==> src/rtl/audio_pkg.sv <==
// Shared types and constants for the audio sample path: channel word width,
// serializer bit-counter preload, left/right pair record and serializer states.
package audio_pkg;

    localparam int         AUDIO_DATA_WIDTH = 32;
    localparam logic [4:0] BIT_COUNTER_INIT = 5'd31;

    typedef struct packed {
        logic [AUDIO_DATA_WIDTH-1:0] left;
        logic [AUDIO_DATA_WIDTH-1:0] right;
    } audio_pair_t;

    typedef enum logic [1:0] {
        SER_IDLE,
        SER_DELAY,
        SER_SHIFT
    } ser_state_t;

endpackage

==> src/rtl/audio_pair_fifo.sv <==
// Synchronous FIFO of left/right sample pairs; power-of-two depth, pointers
// carry one extra wrap bit so level, full and empty come straight from them.
module audio_pair_fifo
    import audio_pkg::*;
#(
    parameter int FIFO_DEPTH = 4
) (
    input  logic                        clk,
    input  logic                        rst,
    input  logic                        push,
    input  audio_pair_t                 push_data,
    input  logic                        pop,
    output audio_pair_t                 pop_data,
    output logic                        full,
    output logic                        empty,
    output logic [$clog2(FIFO_DEPTH):0] level
);

    localparam int AW = $clog2(FIFO_DEPTH);
    localparam int LW = AW + 1;

    audio_pair_t mem [FIFO_DEPTH];
    logic [AW:0] wr_ptr;
    logic [AW:0] rd_ptr;
    logic        do_push;
    logic        do_pop;

    assign level    = wr_ptr - rd_ptr;
    assign full     = (level == LW'(FIFO_DEPTH));
    assign empty    = (level == '0);
    assign do_push  = push && !full;
    assign do_pop   = pop && !empty;
    assign pop_data = mem[rd_ptr[AW-1:0]];

    always_ff @(posedge clk or posedge rst) begin
        if (rst) begin
            wr_ptr <= '0;
            rd_ptr <= '0;
        end else begin
            if (do_push) wr_ptr <= wr_ptr + 1'b1;
            if (do_pop)  rd_ptr <= rd_ptr + 1'b1;
        end
    end

    always_ff @(posedge clk) begin
        if (do_push) mem[wr_ptr[AW-1:0]] <= push_data;
    end

endmodule

==> src/rtl/audio_dac_serializer.sv <==
// Buffers parallel L/R pairs and shifts them MSB-first onto the codec DAC line
// in I2S format, timed by the synchronised codec BCLK/LRCK.
module audio_dac_serializer
    import audio_pkg::*;
#(
    parameter int FIFO_DEPTH = 4
) (
    input  logic                        CLOCK_50,
    input  logic                        reset,
    input  logic [AUDIO_DATA_WIDTH-1:0] left_in,
    input  logic [AUDIO_DATA_WIDTH-1:0] right_in,
    input  logic                        in_valid,
    output logic                        in_ready,
    input  logic                        AUD_BCLK,
    input  logic                        AUD_DACLRCK,
    output logic                        AUD_DACDAT,
    output logic [$clog2(FIFO_DEPTH):0] fifo_level,
    output logic                        underflow
);

    localparam int CNT_W = $bits(BIT_COUNTER_INIT);

    logic bclk_p0, bclk_p1, bclk_p2;
    logic lrck_p0, lrck_p1, lrck_p2;
    logic bclk_fall, lrck_fall, lrck_rise;

    audio_pair_t in_pair;
    audio_pair_t head;
    logic        full;
    logic        empty;
    logic        push;
    logic        pop;

    ser_state_t                  state, state_n;
    logic [CNT_W-1:0]            count, count_n;
    logic [AUDIO_DATA_WIDTH-1:0] shift, shift_n;
    logic [AUDIO_DATA_WIDTH-1:0] hold_r, hold_r_n;
    logic                        started, started_n;
    logic                        dat_n;
    logic                        underflow_n;

    // Stage p0/p1 resolve metastability, p2 is the edge-detect history
    always_ff @(posedge CLOCK_50 or posedge reset) begin
        if (reset) begin
            {bclk_p0, bclk_p1, bclk_p2} <= '0;
            {lrck_p0, lrck_p1, lrck_p2} <= '0;
        end else begin
            {bclk_p0, bclk_p1, bclk_p2} <= {AUD_BCLK, bclk_p0, bclk_p1};
            {lrck_p0, lrck_p1, lrck_p2} <= {AUD_DACLRCK, lrck_p0, lrck_p1};
        end
    end

    assign bclk_fall = bclk_p2 & ~bclk_p1;
    assign lrck_fall = lrck_p2 & ~lrck_p1;
    assign lrck_rise = ~lrck_p2 & lrck_p1;

    assign in_pair  = {left_in, right_in};
    assign in_ready = ~full;
    assign push     = in_valid & in_ready;
    assign pop      = lrck_fall & ~empty;

    audio_pair_fifo #(
        .FIFO_DEPTH(FIFO_DEPTH)
    ) u_fifo (
        .clk      (CLOCK_50),
        .rst      (reset),
        .push     (push),
        .push_data(in_pair),
        .pop      (pop),
        .pop_data (head),
        .full     (full),
        .empty    (empty),
        .level    (fifo_level)
    );

    always_ff @(posedge CLOCK_50 or posedge reset) begin
        if (reset) begin
            state      <= SER_IDLE;
            count      <= '0;
            shift      <= '0;
            hold_r     <= '0;
            started    <= 1'b0;
            AUD_DACDAT <= 1'b0;
            underflow  <= 1'b0;
        end else begin
            state      <= state_n;
            count      <= count_n;
            shift      <= shift_n;
            hold_r     <= hold_r_n;
            started    <= started_n;
            AUD_DACDAT <= dat_n;
            underflow  <= underflow_n;
        end
    end

    // A BCLK fall coinciding with the LR edge is the I2S delay slot itself,
    // so the word goes straight to SHIFT; otherwise the next fall is skipped.
    always_comb begin
        state_n     = state;
        count_n     = count;
        shift_n     = shift;
        hold_r_n    = hold_r;
        started_n   = started;
        dat_n       = AUD_DACDAT;
        underflow_n = 1'b0;
        if (lrck_fall) begin
            started_n = 1'b1;
            count_n   = BIT_COUNTER_INIT;
            state_n   = bclk_fall ? SER_SHIFT : SER_DELAY;
            if (empty) begin
                shift_n     = '0;
                hold_r_n    = '0;
                underflow_n = 1'b1;
            end else begin
                shift_n  = head.left;
                hold_r_n = head.right;
            end
        end else if (lrck_rise && started) begin
            shift_n = hold_r;
            count_n = BIT_COUNTER_INIT;
            state_n = bclk_fall ? SER_SHIFT : SER_DELAY;
        end else if (bclk_fall) begin
            case (state)
                SER_DELAY: state_n = SER_SHIFT;
                SER_SHIFT: begin
                    dat_n   = shift[AUDIO_DATA_WIDTH-1];
                    shift_n = {shift[AUDIO_DATA_WIDTH-2:0], 1'b0};
                    if (count == '0) state_n = SER_IDLE;
                    else             count_n = count - 1'b1;
                end
                default: dat_n = 1'b0;
            endcase
        end
    end

endmodule

==> config.mk <==
export PLATFORM = sky130hd
export DESIGN_NAME = audio_dac_serializer
export DESIGN_NICKNAME = d
export VERILOG_FILES = /design/src/rtl/audio_pkg.sv /design/src/rtl/audio_pair_fifo.sv /design/src/rtl/audio_dac_serializer.sv
export SDC_FILE = /design/constraint.sdc
export NUM_CORES = 1
export LEC_CHECK = 0
export CAP_MARGIN = 30
export CORE_AREA = 5 5 114 224
export DETAILED_ROUTE_END_ITERATION = 12
export DIE_AREA = 0 0 119 229
export GPL_TIMING_DRIVEN = 0
export MAX_ROUTING_LAYER = met4
export PLACE_DENSITY = 0.79
export SLEW_MARGIN = 20
export SYNTH_ARGS = -nofsm -noshare
export SYNTH_HDL_FRONTEND = slang
export SYNTH_SLANG_ARGS = --single-unit
==> constraint.sdc <==
create_clock -name CLOCK_50 -period 4.14 [get_ports CLOCK_50]
set_input_delay 1.242 -clock CLOCK_50 [delete_from_list [all_inputs] [get_ports CLOCK_50]]
set_output_delay 1.242 -clock CLOCK_50 [all_outputs]
set_load 0.05 [all_outputs]
==> reports/summary.md <==
Highest-utilization routing layer at the global route stage: met2. The final layout contains routed wiring with a total length of 28.7 mm. The logs give 838 for the number of instances in the synthesized netlist and 0 ns for the sum of negative setup slack.

In this run the power density over the cells is 715 mW/mm2. Pin placement for this block handled 75 I/O pins. After synthesis, the cell types taking the most area are sky130_fd_sc_hd__edfxtp_1 55%, sky130_fd_sc_hd__dfrtp_1 15%, sky130_fd_sc_hd__mux4_2 10%. The run gives 0 as the count of buffers added by post-CTS timing repair for setup.

The post-synthesis cell area was 0.0140 mm2; the count of different cell masters after synthesis was 46. Minimum clock period after layout: 4.03 ns. The level count of the clock H-tree is 1. Number of global-route vias before repair: 8547.

The average instance in the mapped netlist occupies 16.7 um2. The path class of the lowest-slack min-delay path was register to register. Combined global-route utilization of all metal layers: 0.222.

The final-report hold violation count is 0. The endpoint identified for the worst register-to-register timing path is u_fifo.mem[1][14]$_DFFE_PP_. The kind of capture point of the worst setup path was an output port.

The leakage power of the design was 0.00586 uW. The logs give 0.592 for the starting density of the core and 0.268 for the met1 layer usage reported by global route. After detailed routing, the number of vias per cell comes to 6.31.

The flow ran to the end, and the final reports show no timing, DRC or antenna violations. The worst-margin pin slew came out at 0.672 ns. TritonCTS built the clock tree. The maximum vdd ir drop was 0.481 mV.

The part of the Yosys area used for sequential elements is 0.704, and the total chip power is 11500 uW. Final-report max-slew violation count: 0. TritonCTS created 29 clock buffers. The synthesized design spends more area on one cell type than any other, namely sky130_fd_sc_hd__edfxtp_1.

The run gives 0.444 as the part of the power in registers. The setup slack of the worst register-to-register path is 1.20 ns. Counting instances, the worst hold path has a depth of 0. The worst slack on hold paths was 0.369 ns.

Summed over all layers, the global routing overflow is 0. The height of the chip was 229 um; the number of port buffers was 74. For the clock latency on the worst-skew pair, the log shows 0.55 ns. At the worst endpoint, the arrival time is 2.79 ns.

The launch point of the worst hold path is bclk_p0$_DFF_PP0_. The number of antenna violations at the first check in global routing was 0. Along the worst path, the maximum fanout reaches 10. Summing over every cut layer, the via total after detailed routing is 7940.

The die covers 0.0273 mm2. Placeable core region: 0.0236 mm2. For the number of max-capacitance violations reported, the log shows 0.

Routability-driven placement finished with a final weighted congestion of 0.933. The area growth from synthesis to layout was 15.4%. For the final database, setup skew stands at 0.0112 ns. The fraction of final layout cells with drive strength greater than 1 is 0.156, and the share of the clock period used by the worst path is 0.974. Cell internal power was estimated by the tool at 7760 uW. The tools report the clock power share as 0.224. The headroom to the max-slew limit came out at 0.552. The tools report the combinational fraction of design power as 0.332. In this run the clock root is driven by a sky130_fd_sc_hd__clkbuf_16.

Synthesis produced a netlist with a net count of 917. The switching part of the total power is 0.327. For this run, the post-layout net count is 1028. The area used by sequential logic in the layout is 0.00984 mm2, and the final core utilization is 0.683.

The final setup violation count was 0; the average wire per standard cell was 22.8 um. End point of the worst hold path: bclk_p1$_DFF_PP0_. Clock-pin slew was measured on the worst setup and hold paths at 0.06 ns. The floorplan has 80 rows. For this block, the initial DRC count from the detailed router was 624. For the largest net degree at the start of global routing, the log shows 51. The pre-antenna-repair detailed-routing pass consisted of 5 iterations.

Summed over all nets, the switching power comes to 3770 uW. In this run, post-CTS hold repair placed 0 buffers. The logs give 248 MHz for the highest achievable clock rate and 0 for the number of diodes added for antenna fixing. The logic depth of the worst register-to-register path is 7. The share of the synthesized area in the top cell type came out at 0.550. Among all flip-flop cells after synthesis, the most frequent one is sky130_fd_sc_hd__edfxtp_1. Clock tree synthesis found a total of 342 sinks. The share of synthesized flip-flops with an asynchronous set or reset is 0.251.

The flop and latch count out of synthesis works out to 342. Type of the worst setup path: register to output port. The run gives 46.2 mm as the global-route wire length before repair. Setup repair after global routing left no endpoint under its margin.

The HPWL after detailed placement is 19.1 mm. Once detail routing completed, the nets flagged for antenna violations numbered 0. Startpoint type of the worst setup path: a register. The met3 usage is 0.0279. The number of buffers between clock root and the deepest sink is 3, and the total number of yosys warnings is 0. The critical path required time came out at 2.90 ns. The startpoint identified for the worst register-to-register timing path is u_fifo.wr_ptr[0]$_DFFE_PP0P_. For this run, design rule violations remaining after detail routing come to 0.

After filler insertion, the fill cell instance count of the layout stands at 1535. In the final layout, the multi-input gates occupy 0.00367 mm2. Counting flops with a built-in enable in the synthesized netlist gives 256. The global-route met2 utilization is 0.381.

X dimension of the die: 119 um.
-- cell families (layout without fill, tap and decap cells) --
family,Yosys count,count (layout),share of synthesized area
xor gates and xnor gates,5,5,0.00430
AOI/OAI and AO/OA,143,143,0.0680
muxes,67,67,0.105
buffers and inverters,109,242,0.0345
and+or+nand+nor,162,162,0.0745
adders and majority gates,10,10,0.00949
DFF,342,342,0.704
-- stage by stage --
step	setup WS (ns)	std cells	instance area, um2
2_1_floorplan	0.620	838	14000
3_3_place_gp	-1.02	1199	15100
3_5_place_dp	0.151	1204	15200
4_1_cts	0.0654	1257	16100
5_1_grt	0.0306	1258	16100
6_report	0.108	1258	16100
-- power groups by stage --
stage	Combinational (uW)	Sequential, uW	Clock, uW
2_1_floorplan	2660	5090	0
6_report	3830	5120	2580
3_3_place_gp	3660	5190	0
5_1_grt	4190	5210	2770
3_5_place_dp	3880	5180	0
4_1_cts	3890	5120	2640
-- timing repair --
| action | CTS | global route |
|---|---|---|
| pin swaps | 0 | 0 |
| resized for setup | 8 | 2 |
| hold endpoints to repair | 0 | 0 |
| endpoints found under the setup margin | 2 | 1 |
-- worst max-delay path: stages, from the launching register on --
cell and delay, ns:
sky130_fd_sc_hd__dfrtp_1 0.39, sky130_fd_sc_hd__inv_1 0.12, sky130_fd_sc_hd__ha_1 0.21, sky130_fd_sc_hd__fa_1 0.42
sky130_fd_sc_hd__xor3_2 0.30, sky130_fd_sc_hd__buf_4 0.22, sky130_fd_sc_hd__buf_4 0.18, sky130_fd_sc_hd__nand2_1 0.11
sky130_fd_sc_hd__buf_2 0.28
-- layer usage --
metal	part of all wire	up-vias
met3	0.048	79
met2	0.53	278
met4	0.039	0
met1	0.38	4011
met5	0	-
li1	-	3572
-- registers in the layout (all words and copies together), names as in the netlist, 2 cells and up --
register / flops
count: 5
hold_r: 32
shift: 32
state: 2
u_fifo.mem: 256
u_fifo.rd_ptr: 3
u_fifo.wr_ptr: 3
-- placed cells by master (no fill, tap or decap), types with 3 or more instances in the layout --
master                            instances
sky130_fd_sc_hd__o21ai_1                  8
sky130_fd_sc_hd__nand2_1                 37
sky130_fd_sc_hd__inv_1                   41
sky130_fd_sc_hd__clkbuf_16               30
sky130_fd_sc_hd__and2_4                   4
sky130_fd_sc_hd__nand3b_1                 3
sky130_fd_sc_hd__and3_1                  32
sky130_fd_sc_hd__clkinv_1                 4
sky130_fd_sc_hd__o221ai_1                31
sky130_fd_sc_hd__a211oi_1                33
sky130_fd_sc_hd__mux4_2                  64
sky130_fd_sc_hd__dfrtp_1                 86
sky130_fd_sc_hd__clkdlybuf4s50_1         72
sky130_fd_sc_hd__xnor2_1                  3
sky130_fd_sc_hd__clkinvlp_4               3
sky130_fd_sc_hd__nand4_1                 31
sky130_fd_sc_hd__o21ai_0                 59
sky130_fd_sc_hd__buf_2                   18
sky130_fd_sc_hd__and4b_1                 32
sky130_fd_sc_hd__ha_1                     9
sky130_fd_sc_hd__nand2b_1                 3
sky130_fd_sc_hd__buf_4                   10
sky130_fd_sc_hd__clkbuf_1                48
sky130_fd_sc_hd__buf_16                   5
sky130_fd_sc_hd__nand3_1                  3
sky130_fd_sc_hd__edfxtp_1               256
sky130_fd_sc_hd__nor3_1                   5
-- cells in the mapped netlist (2+ instances only) --
master	instances
sky130_fd_sc_hd__edfxtp_1	256
sky130_fd_sc_hd__or3_1	2
sky130_fd_sc_hd__nand4_1	31
sky130_fd_sc_hd__a211o_1	2
sky130_fd_sc_hd__buf_6	2
sky130_fd_sc_hd__nand2_1	37
sky130_fd_sc_hd__xnor2_1	3
sky130_fd_sc_hd__nand3b_1	3
sky130_fd_sc_hd__o21ai_1	8
sky130_fd_sc_hd__buf_2	16
sky130_fd_sc_hd__a211oi_1	33
sky130_fd_sc_hd__ha_1	9
sky130_fd_sc_hd__nor3_1	5
sky130_fd_sc_hd__nor2_1	2
sky130_fd_sc_hd__inv_1	42
sky130_fd_sc_hd__and3_1	32
sky130_fd_sc_hd__mux4_2	64
sky130_fd_sc_hd__mux2_2	2
sky130_fd_sc_hd__nand3_1	3
sky130_fd_sc_hd__clkbuf_1	39
sky130_fd_sc_hd__o21ai_0	59
sky130_fd_sc_hd__and2_1	5
sky130_fd_sc_hd__buf_4	10
sky130_fd_sc_hd__o221ai_1	31
sky130_fd_sc_hd__and4b_1	32
sky130_fd_sc_hd__dfrtp_1	86
sky130_fd_sc_hd__a21oi_1	2
sky130_fd_sc_hd__nor4_1	2
sky130_fd_sc_hd__nand2b_1	3
-- area by class of cell --
| class | count | share of cell area |
|---|---|---|
| sequential | 342 | 0.610 |
| multi-input combinational | 387 | 0.227 |
| timing repair buffer | 80 | 0.0541 |
| clock buffer | 41 | 0.0503 |
| tap | 287 | 0.0223 |
| buffer | 67 | 0.0201 |
| inverter | 42 | 0.00993 |
| clock inverter | 12 | 0.00589 |
-- worst max path at each step --
stage	from	depth (start not counted)	end
floorplan	u_fifo.wr_ptr[0]$_DFFE_PP0P_	6	u_fifo.mem[0][0]$_DFFE_PP_
global placement	in_valid	3	u_fifo.mem[1][15]$_DFFE_PP_
detailed placement	u_fifo.wr_ptr[0]$_DFFE_PP0P_	8	in_ready
CTS	u_fifo.wr_ptr[0]$_DFFE_PP0P_	7	fifo_level[2]
global route	u_fifo.wr_ptr[0]$_DFFE_PP0P_	8	in_ready
finish	u_fifo.wr_ptr[0]$_DFFE_PP0P_	8	in_ready
Power figures use the tool's default switching activity.
